## config.mk

```make
export PLATFORM = sky130hd
export DESIGN_NAME = spart_tx
export DESIGN_NICKNAME = d
export VERILOG_FILES = /design/src/rtl/spart_tx.sv
export SDC_FILE = /design/constraint.sdc
export NUM_CORES = 1
export LEC_CHECK = 0
export BUFFER_PORTS_ARGS = -buffer_cell sky130_fd_sc_hd__buf_2
export CELL_PAD_IN_SITES_DETAIL_PLACEMENT = 0
export CELL_PAD_IN_SITES_GLOBAL_PLACEMENT = 2
export CORE_MARGIN = 3
export CORE_UTILIZATION = 33
export DETAILED_ROUTE_END_ITERATION = 7
export GPL_TIMING_DRIVEN = 0
export HOLD_SLACK_MARGIN = 0.1
export PLACE_DENSITY = 0.86
export SYNTH_ARGS = -nofsm -noshare
export SYNTH_HDL_FRONTEND = slang
export SYNTH_SLANG_ARGS = --single-unit
```

## constraint.sdc

```tcl
create_clock -name clk -period 1.8 [get_ports clk]
set_clock_uncertainty 0.1 [all_clocks]
set_input_delay 0.18 -clock clk [delete_from_list [all_inputs] [get_ports clk]]
set_output_delay 0.18 -clock clk [all_outputs]
set_load 0.02 [all_outputs]
```

## src/rtl/spart_tx.sv

```systemverilog
// SPART transmitter: double-buffered 8N1 serializer driven by an oversampled baud enable.
// A holding register decouples the bus from the shift register so a second byte can wait during a frame.
module spart_tx #(
   parameter int OVERSAMPLE = 16
) (
   input  logic       clk,
   input  logic       rst_n,
   input  logic       enable,
   input  logic [7:0] databus_tx,
   input  logic       tx_load,
   output logic       tbr,
   output logic       txd
);

   localparam int TW = (OVERSAMPLE > 1) ? $clog2(OVERSAMPLE) : 1;
   localparam logic [TW-1:0] TICK_MAX = TW'(OVERSAMPLE - 1);

   typedef enum logic [1:0] {IDLE, START, DATA, STOP} state_t;

   state_t          state, state_n;
   logic [TW-1:0]   tick, tick_n, tick_adv;
   logic [2:0]      bit_cnt, bit_n;
   logic [7:0]      shift, shift_n;
   logic [7:0]      hold, hold_n;
   logic            hold_full, hold_full_n;
   logic            txd_n;
   logic            bit_end;
   logic            transfer;

   always_ff @(posedge clk) begin
      if (!rst_n) begin
         state     <= IDLE;
         tick      <= '0;
         bit_cnt   <= '0;
         shift     <= 8'h00;
         hold      <= 8'h00;
         hold_full <= 1'b0;
         txd       <= 1'b1;
      end else begin
         state     <= state_n;
         tick      <= tick_n;
         bit_cnt   <= bit_n;
         shift     <= shift_n;
         hold      <= hold_n;
         hold_full <= hold_full_n;
         txd       <= txd_n;
      end
   end

   always_comb begin
      state_n     = state;
      tick_n      = tick;
      bit_n       = bit_cnt;
      shift_n     = shift;
      hold_n      = hold;
      hold_full_n = hold_full;
      transfer    = 1'b0;
      txd_n       = 1'b1;
      // A bit time is purely a count of enable pulses; missing pulses just pause it.
      bit_end     = enable && (tick == TICK_MAX);
      tick_adv    = enable ? (bit_end ? '0 : tick + TW'(1)) : tick;

      case (state)
         IDLE: begin
            tick_n = '0;
            bit_n  = '0;
            if (hold_full) begin
               transfer = 1'b1;
               shift_n  = hold;
               state_n  = START;
            end
         end
         START: begin
            tick_n = tick_adv;
            if (bit_end) begin
               state_n = DATA;
               bit_n   = '0;
            end
         end
         DATA: begin
            tick_n = tick_adv;
            if (bit_end) begin
               shift_n = {1'b0, shift[7:1]};
               if (bit_cnt == 3'd7) begin
                  state_n = STOP;
                  bit_n   = '0;
               end else begin
                  bit_n = bit_cnt + 3'd1;
               end
            end
         end
         STOP: begin
            tick_n = tick_adv;
            if (bit_end) state_n = IDLE;
         end
         default: state_n = IDLE;
      endcase

      // The transfer edge frees the holding register, so a load on that same edge is kept.
      if (transfer) begin
         hold_full_n = tx_load;
         if (tx_load) hold_n = databus_tx;
      end else if (tx_load && !hold_full) begin
         hold_n      = databus_tx;
         hold_full_n = 1'b1;
      end

      case (state_n)
         START:   txd_n = 1'b0;
         DATA:    txd_n = shift_n[0];
         default: txd_n = 1'b1;
      endcase
   end

   assign tbr = ~hold_full;

endmodule

```

### Word level (Yosys, flattened, before mapping)

Index checks and enable logic that the tools add are counted.

| word-level totals | value |
|---|---|
| logic and storage cells | 58 |
| output and inout bits | 2 |
| bits of input ports | 12 |
| register bits | 27 |

| cells by class | value |
|---|---|
| add/sub/neg operators | 2 |
| mux-type cells | 24 |
| reductions and logical operators | 11 |
| equal/unequal tests | 12 |
| bitwise operators | 1 |

Operator list:

| cell | count |
|---|---|
| $mux W8 | 5 |
| $pmux W8 S2 | 1 |
| $mux W2 | 5 |
| $mux W3 | 3 |
| $pmux W3 S3 | 1 |
| $mux W4 | 2 |
| $ne A2 B2 Y1 const B | 4 |
| $pmux W2 S4 | 1 |
| $pmux W4 S2 | 1 |
| $eq A2 B2 Y1 const B | 3 |
| $reduce_and A3 Y1 | 2 |
| $add A4 B1 Y4 const B | 1 |
| $eq A2 B1 Y1 const B | 2 |
| $eq A4 B4 Y1 const B | 1 |
| $mux W1 | 4 |
| $reduce_bool A2 Y1 | 2 |
| $add A3 B1 Y3 const B | 1 |
| $eq A3 B3 Y1 const B | 1 |
| $reduce_bool A3 Y1 | 1 |
| $reduce_or A3 Y1 | 1 |
| $logic_and A1 B1 Y1 | 2 |
| $logic_not A2 Y1 | 1 |
| $ne A2 B1 Y1 const B | 1 |
| $pmux W1 S2 | 1 |
| other kinds (3) | 3 |

### Depth between registers and ports, before layout

Gate-level depths: netlist of the first run.

| depth | value |
|---|---|
| depth after elaboration | 6 |
| mapped depth | 6 |
| gate-level depth less buffers | 6 |

### Worst setup path before layout of the first run

Ideal clock, no wire load.

| path | value |
|---|---|
| kind | register -> register |
| start | register tick[0] |
| end | register shift[7] |
| path slack | 0.333 ns |
| arrival time | 1.239 ns |
| cell stages (with the launch flop) | 7 |
| required time | 1.572 ns |
| path buffers | 1 |
| clock period less this slack | 1.467 ns |
| library setup time | 0.128 ns |
| cell sequence | dfxtp_1 -> ha_1 -> and4_4 -> and2_4 -> buf_8 -> a2bb2oi_1 -> nor2_1 |

| on the way | value |
|---|---|
| longest elaborated chain between the ends | 4 |

Ends and longest elaborated chain:

| element | line | RTL |
|---|---|---|
| from (decl) | 21 | `logic [TW-1:0] tick, tick_n, tick_adv;` |
| from (signal assigned) | 41 | `tick <= tick_n;` |
| $eq A4 B4 Y1 | 60 | `bit_end = enable && (tick == TICK_MAX);` |
| $logic_and A1 B1 Y1 | 60 |  |
| $ne A2 B2 Y1 (no line) | -- |  |
| $reduce_and A3 Y1 (no line) | -- |  |
| to (signal assigned) | 43 | `shift <= shift_n;` |
| to (decl) | 23 | `logic [7:0] shift, shift_n;` |

Every way passes these cells.
A chain may end at the register's enable or synchronous reset.

### Worst setup path after layout of the first run

| path | value |
|---|---|
| start | register tick[0] |
| end | register txd |

| on the way | value |
|---|---|
| longest elaborated chain between the ends | 6 |
| elaborated cells on any way between the ends | 11 |
| those cells by class | eq/ne: 3; mux: 7; reduce/logical: 1 |

Ends and longest elaborated chain:

| element | line | RTL |
|---|---|---|
| $eq A4 B4 Y1 * | 60 |  |
| $logic_and A1 B1 Y1 * | 60 |  |
| $mux W2 (on tied branches) | 94, 75, 82 |  |
| $pmux W2 S4 | 63 | `case (state)` |
| $eq A2 B2 Y1 / $eq A2 B1 Y1 (equally long branches) | 108 | `case (state_n)` |
| $pmux W1 S2 * | 108 |  |
| to (signal assigned) | 46 | `txd <= txd_n;` |
| to (decl) | 12 | `output logic txd` |

Mark *: on every way between the ends. The rest lies on a longest branch, timed or not. The select of a mux whose other input is x is not followed.

==> results of run 1 <==
==> state kept, by name, indices dropped and copies added, names as in the netlist <==
| signal | count |
|---|---|
| hold | 8 |
| shift | 8 |
| tick | 4 |
| bit_cnt | 3 |
| state | 2 |
| hold_full | 1 |
| txd | 1 |
==> timing repair <==
item                                   4_1_cts  5_1_grt
gates resized for setup                      0        1
setup endpoints to repair                    0        8
endpoints found under the hold margin       13        0
hold buffers                                10        0
buffers inserted                             0        0
==> layout by cell type (no fill, tap or decap), drive strengths merged, types with 2 or more instances in the layout <==
cell type,synthesis,layout
nand2,28,28
dfxtp,27,27
a21oi,19,19
buf,6,17
nand3,11,11
dlygate4sd3,0,10
o21ai,9,9
nor2,8,8
a22oi,6,6
clkbuf,1,4
inv,3,3
ha,3,3
nand2b,2,2
xor2,2,2
and2,2,2
==> final timing paths <==
| check | startpoint | to | slack, ns | cells after the start |
|---|---|---|---|---|
| setup reg to reg | tick[0] | txd | 0.17 | 5 |
| hold reg to reg | hold[6] | hold[6] | 0.37 | 2 |
| hold / removal | tx_load | hold_full | 0.15 | 3 |
| setup / recovery | tick[0] | txd | 0.17 | 5 |
==> where the power goes <==
group	internal, µW	leakage (µW)	switching (µW)	total [µW]
combinational	50.8	0.000290	63.3	114
sequential	618	0.000220	10.6	629
clock	85.0	0.0000139	187	272
total	754	0.000524	261	1010
==> metal layers <==
metal | vias up | share of wire | GRT usage
li1 | 536 | - | -
met2 | 11 | 0.47 | 0.2253
met4 | 0 | 0.0064 | 0.04663
met5 | - | 0 | 0
met3 | 2 | 0.026 | 0.02222
met1 | 460 | 0.50 | 0.1796
==> worst reg2reg max path, stage by stage, from the launching register on <==
cell and delay, ns:
dfxtp_1 0.37, ha_1 0.25, and4_4 0.21, a21oi_2 0.32
nand2_1 0.13, a41oi_1 0.20
==> cell families (layout without fill, tap and decap cells) <==
family | count (synthesis) | after routing | share of synthesized area
and+or+nand+nor | 56 | 56 | 0.2330
AOI/OAI and AO/OA | 39 | 39 | 0.1968
DFF | 27 | 27 | 0.4596
buffers and inverters | 10 | 35 | 0.04573
adders and majority gates | 3 | 3 | 0.03192
xor gates and xnor gates | 2 | 2 | 0.01490
muxes | 2 | 2 | 0.01808
==> stage by stage <==
stage                 util  cells
floorplan                -    139
global placement    0.3802    196
detailed placement  0.3802    196
CTS                 0.4186    210
global route        0.4208    210
finish              0.4208    210
==> area by class of cell <==
class / count / area (µm²) / area share
Buffer: 7 / 42.54 / 0.02982
Clock buffer: 3 / 22.52 / 0.01579
Clock inverter: 1 / 7.507 / 0.005263
Inverter: 3 / 11.26 / 0.007895
Multi-Input combinational cell: 102 / 589.3 / 0.4132
Sequential cell: 27 / 540.5 / 0.3789
Tap cell: 46 / 57.56 / 0.04035
Timing Repair Buffer: 21 / 155.1 / 0.1088
==> run metrics, run 1 <==
worst path cell trace=ha_1 > and4_4 > a21oi_2 > nand2_1 > a41oi_1; Clock Tree Root=clkbuf_4; final hold slack=0.1468 ns; Clock Latency Late Sink=0.33 ns; CP bufs+invs=0; share of the synthesized area in the top cell type=0.4596; endpoint class of the critical path=register; Die W=65.70 µm; worst-case clock buffer depth=2; post-synthesis sequential area ratio=0.4596; Post-Route WL=2482 µm; pwr dens=711.4 nW/µm²; Slew headroom=0.6553; worst setup margin=0.1654 ns; fraction of layout cells with a size suffix above 1=0.1646; DP Wirelength=1699 µm; die area=4316 µm²; clock period minus worst slack=1.635 ns; crit share post-route=0.9081; RSZ-0062 raised after global routing=no; Area growth syn-to-layout=21.28%; standard-cell rows=21; CTS Sinks=27; Finished Cell Area=1426 µm²; pre-CTS setup slack=0.1562 ns; drt pass-1 iters=4; Synth async-reset ratio=0; clock slew at reported path FFs=0.16 ns; WS Path Type=reg2reg; Yosys cell types=32; most common cell in the netlist=nand2_1; actual slew at the worst max-slew pin=0.5117 ns; top cells by instance count after synthesis=nand2_1, dfxtp_1, a21oi_1, nand3_1, nor2_1; DRC=0; Cell Area, Synth=1176 µm²; antenna violations before repair=0; # fillers=332; Max Clk Rate=0.6118 GHz; Post-synth EDFFs=0; Layout Nets=180; WL/cell=11.82 µm; Total Power=1015 µW; Leakage=0.0005240 µW; Via Count=1,009; worst path required time=1.97 ns; leading area contributor after synthesis=dfxtp_1; outcome=finished clean; ANT nets after route=0; Final Wtd Congestion=0.7854; maximum fanout along the worst path=7; WP data arrival=1.80 ns; first-pass GRT wire length=4588 µm; CTS tree=yes; Yosys reg bits=27; Post-Place Cell Area=1289 µm²; Final setup violation count=0; I/O pin cnt=14; Port Buffer Count=11; largest net degree at the start of global routing=17; Max Cap Viol=0; Antenna Cells=0; Tot GR Track Use=0.1367; starting density of the core=0.3470; via density per instance=4.805; htree depth=1; Hold Violations, Final=0; Top Family by Delay on Critical Path=compound AO/OA/AOI/OAI gates; Synth Flop Type=dfxtp_1; Max VDD drop=0.2674 mV; Mapped Cells=139; Synth area leaders=dfxtp_1, nand2_1, a21oi_1; GRT overflow=0; core area=3390 µm²; Worst setup SP type=register; Setup TNS=0 ns; vias in the first global route=1,002; YS warnings=0; Worst path slowest cell=dfxtp_1; Synth Area per Inst=8.461 µm²; Die H=65.70 µm; CTS buffer count=3; fin. max-slew vios=0; DRT iter0 DRCs=39; Hold Path Class=in2reg; CP peak stage delay=0.37 ns; synthesized netlist net count=154
No activity file was read; power rests on OpenSTA's default activity.
==> run 2, diff against run 1 <==
- CORE_MARGIN: 3 -> 1
- RECOVER_POWER: unset -> 100
==> run 2 against run 1 <==
Die area down 12%. Design area down 0.97%. Critical path depth up 2. Sequential share of layout area up 0.37 points. Global-route usage up 0.32 points.
==> run metrics, run 2 (synthesized netlist as in run 1, its figures left out) <==
outcome=finished clean; worst path required time=1.91 ns; antenna violations before repair=0; core area=3363 µm²; htree depth=1; WP data arrival=1.76 ns; Max Clk Rate=0.6054 GHz; worst r2r src=tick[0]; Max VDD drop=0.3219 mV; Tot GR Track Use=0.1399; Top Family by Delay on Critical Path=buffers and inverters; actual slew at the worst max-slew pin=0.4933 ns; Layout Nets=180; clock period minus worst slack=1.652 ns; WL/cell=11.51 µm; Metal-1 WL=1115 µm; Clk pwr share=0.256; Slew headroom=0.6677; power share of the combinational group=0.113; Via Count=1,022; most common cell after layout, fill and taps aside=nand2_1; Final setup violation count=0; drt pass-1 iters=4; endpoint class of the critical path=register; first-pass GRT wire length=3898 µm; post-CTS sizing=0; Hold Path Class=in2reg; CTS Hold Bufs=10; ANT nets after route=0; CTS buffer count=3; die area=3807 µm²; Leakage=0.0005213 µW; Post-Place Cell Area=1289 µm²; # fillers=368; CTS Sinks=27; NetSw=245.1 µW; Post-CTS Setup Inserts=0; Placed Cells=196; met3 wire len=53 µm; DRT iter0 DRCs=31; internal power=750.2 µW; Antenna Cells=0; WS Path Type=in2reg; fraction of layout cells with a size suffix above 1=0.1463; Die W=61.70 µm; DRC=0; Hold Crit Start=tx_load; CP peak stage delay=0.52 ns; Port Buffer Count=11; commonest non-fill, non-tap cells in the layout=nand2_1, dfxtp_1, a21oi_1, nand3_1; Setup TNS=0 ns; Max Cap Viol=0; RSZ-0062 raised after global routing=no; pwr dens=704.6 nW/µm²; standard-cell rows=21; CTS tree=yes; DP Wirelength=1661 µm; worst-case clock buffer depth=2; Area growth syn-to-layout=20.11%; I/O pin cnt=14; crit share post-route=0.9177; Reg power frac=0.631; largest net degree at the start of global routing=16; Final Wtd Congestion=0.7134; Top Layer Used=met4; Post-Route WL=2417 µm; Clock Tree Root=clkbuf_4; Worst setup SP type=primary input; non-filler instance count after layout=210; Largest regs=hold: 8 flops, shift: 8 flops, tick: 4 flops; Hold Violations, Final=0; GRT overflow=0; switching share of total power=0.2463; worst path cell trace=dlygate4sd3_1 > clkbuf_1 > and4_4 > and2_4 > buf_8 > a2bb2oi_1 > nor2_1; Finished Cell Area=1413 µm²; CP bufs+invs=3; fin. max-slew vios=0; crit path from=enable; starting density of the core=0.3497; clock slew at reported path FFs=0.13 ns; via density per instance=4.867; Clock Latency Late Sink=0.32 ns; Worst path slowest cell=dlygate4sd3_1; vias in the first global route=927; maximum fanout along the worst path=10; DR WL met2=1229 µm; Die H=61.70 µm
run 2: cell type report:
| cell class | count | area (µm²) | area share |
|---|---|---|---|
| buffer | 7 | 42.54 | 0.03012 |
| tap | 46 | 57.56 | 0.04074 |
| multi-input combinational | 102 | 581.8 | 0.4119 |
| inverter | 3 | 11.26 | 0.007972 |
| timing repair buffer | 21 | 151.4 | 0.1072 |
| clock inverter | 1 | 5.005 | 0.003543 |
| clock buffer | 3 | 22.52 | 0.01594 |
| sequential | 27 | 540.5 | 0.3826 |
run 2: layer usage:
layer | up-vias | track usage
met5 | - | 0
met4 | 0 | 0.05714
met3 | 2 | 0.01863
met2 | 17 | 0.2581
met1 | 468 | 0.1622
li1 | 535 | -
run 2: worst paths after layout:
path              cells past startpoint         end  slack [ns]
hold reg to reg                       2  bit_cnt[2]        0.36
hold / removal                        3   hold_full        0.16
setup reg to reg                      5         txd        0.16
setup / recovery                      7    shift[7]        0.15
run 2: through the flow:
stage / util / worst slack [ns] / power, µW / hold WS (ns)
floorplan: - / 0.3334 / 705.5 / 0.2275
global placement: 0.3832 / 0.1892 / 734.4 / 0.3303
detailed placement: 0.3832 / 0.1637 / 738.8 / 0.3393
CTS: 0.4211 / 0.1405 / 1014 / 0.1476
global route: 0.4200 / 0.01655 / 1047 / 0.1842
finish: 0.4200 / 0.1481 / 995.3 / 0.1617
run 2: worst register-to-register path, cell delays in order (launching register included):
cell     delay [ns]
dfxtp_1        0.36
ha_1           0.25
and4_4         0.22
a21oi_2        0.31
nand2_1        0.12
a41oi_1        0.21
run 2: power groups by stage:
stage | Sequential [µW] | Clock [µW] | Combinational [µW]
final | 628 | 255 | 112
after global placement | 641 | 0 | 93.9
after floorplan | 641 | 0 | 64.3
after CTS | 629 | 272 | 114
after detailed placement | 642 | 0 | 97.2
after global routing | 631 | 290 | 126
==> run 3, diff against run 2 <==
- CORE_MARGIN: 1 -> unset
- CORE_UTILIZATION: 33 -> 30
- PLACE_DENSITY: 0.86 -> 0.83
- SLEW_MARGIN: unset -> 20
- clock period: 1.8 -> 1.4 ns (I/O delays scaled with it)
==> run 3 against run 2 <==
The flow now finishes with violations (negative setup slack). Clock power rose by 73%. Critical path depth decreased by 1. First-iteration DRC count grew 29%. Via count rose by 5.5%. Non-clock buffer count grew 13. Critical endpoint unchanged. Highest routed layer unchanged. Wire length rose by 14%.
==> run metrics, run 3 (synthesized netlist as in run 1, its figures left out) <==
Clock Tree Root=clkbuf_8; GRT overflow=0; Final setup violation count=12; Top Family by Delay on Critical Path=simple AND/OR/NAND/NOR gates; outcome=complete, but fails checks; DRC=0; Finished Cell Area=1655 µm²; CTS tree=yes; vias in the first global route=1,053; Layout Nets=193; Area growth syn-to-layout=40.74%; standard-cell rows=22; Hold Path Class=in2reg; RSZ-0062 raised after global routing=yes; actual slew at the worst max-slew pin=0.5173 ns; CTS Sinks=27; WS Path Type=reg2reg; WP data arrival=1.50 ns; starting density of the core=0.3165; Post-Place Cell Area=1306 µm²; endpoint class of the critical path=register; first-pass GRT wire length=4692 µm; Worst setup SP type=register; Tot GR Track Use=0.1458; WL/cell=12.20 µm; crit share post-route=1.038; drt pass-1 iters=4; fin. max-slew vios=0; worst-case clock buffer depth=2; DP Wirelength=1663 µm; failing checks=negative setup slack; die area=4175 µm²; worst setup margin=-0.05363 ns; I/O pin cnt=14; antenna violations before repair=0; Post-Route WL=2745 µm; worst path required time=1.45 ns; DRT iter0 DRCs=40; CP bufs+invs=1; Max VDD drop=0.3765 mV; commonest non-fill, non-tap cells in the layout=nand2_1, dfxtp_1, a21oi_1, buf_2; largest net degree at the start of global routing=16; Max Clk Rate=0.6879 GHz; Port Buffer Count=11; CTS buffer count=3; Leakage=0.0005998 µW; Largest regs=hold: 8 flops, shift: 8 flops, tick: 4 flops; clock period minus worst slack=1.454 ns; htree depth=1; Max Cap Viol=0; Die W=64.62 µm; most common cell after layout, fill and taps aside=nand2_1; core area=3716 µm²; final hold slack=0.09242 ns; maximum fanout along the worst path=5; Final Wtd Congestion=0.6685; Antenna Cells=0; Slew headroom=0.6551; Clock Latency Late Sink=0.27 ns; fraction of layout cells with a size suffix above 1=0.2938; pwr dens=862.0 nW/µm²; Via Count=1,078; clock slew at reported path FFs=0.09 ns; Worst path slowest cell=dfxtp_4; Die H=64.62 µm; ANT nets after route=0; worst path cell trace=ha_4 > and4_4 > and2_4 > buf_16 > a2bb2oi_2 > nor2_1; Hold Violations, Final=0; via density per instance=4.791; CP peak stage delay=0.37 ns
run 3: cell count changes in the layout (fill, tap and decap cells not counted), sizes merged:
cell,change
clkbuf,-5
dlygate4sd3,+1
buf,+17
run 3: path summary, 6_finish.rpt:
check	from	end	slack [ns]	cells after the start
setup / recovery	tick[1]	shift[7]	-0.05	6
setup reg to reg	tick[1]	shift[7]	-0.05	6
hold reg to reg	hold[1]	hold[1]	0.36	2
hold / removal	rst_n	bit_cnt[0]	0.09	3
run 3: worst min-delay path: stages:
cell and delay, ns:
buf_2 0.15, nand3_1 0.08, o21ai_1 0.06
run 3: what timing repair did:
item,CTS,global route
cloned,1,0
gates resized for setup,19,7
endpoints found under the hold margin,11,0
setup endpoints to repair,18,22
hold buffers,11,0
setup buffers,6,5
pin swaps,16,11
run 3: final cells by class:
cell class                      count  area, µm²
Fill cell                         377       2061
Multi-Input combinational cell    102      660.6
Sequential cell                    27      548.0
Timing Repair Buffer               34      281.5
Tap cell                           48      60.06
Buffer                              7      47.55
Clock buffer                        3      41.29
Inverter                            3      11.26
Clock inverter                      1      5.005
run 3: metal layers:
metal / up-vias / part of all wire / track usage
met5: - / 0 / 0
met4: 0 / 0.011 / 0.05000
met3: 5 / 0.023 / 0.02817
met2: 12 / 0.50 / 0.2618
met1: 500 / 0.47 / 0.1713
li1: 561 / - / -
run 3: where the power goes:
part	leakage (µW)	internal [µW]	switching [µW]
Clock	0.0000255	199	243
Combinational	0.000353	86.4	91.7
Sequential	0.000222	790	16.2
run 3: stage by stage:
step / total power [µW] / utilization / cells / setup WS (ns) / setup TNS (ns)
detailed placement: 949.8 / 0.3515 / 198 / -0.2399 / -2.319
CTS: 1429 / 0.4303 / 220 / -0.05788 / -0.4201
global placement: 945.9 / 0.3515 / 198 / -0.2044 / -2.157
finish: 1427 / 0.4455 / 225 / -0.05363 / -0.3381
global route: 1496 / 0.4455 / 225 / -0.1314 / -1.138
floorplan: 907.9 / - / 139 / 0.007332 / 0
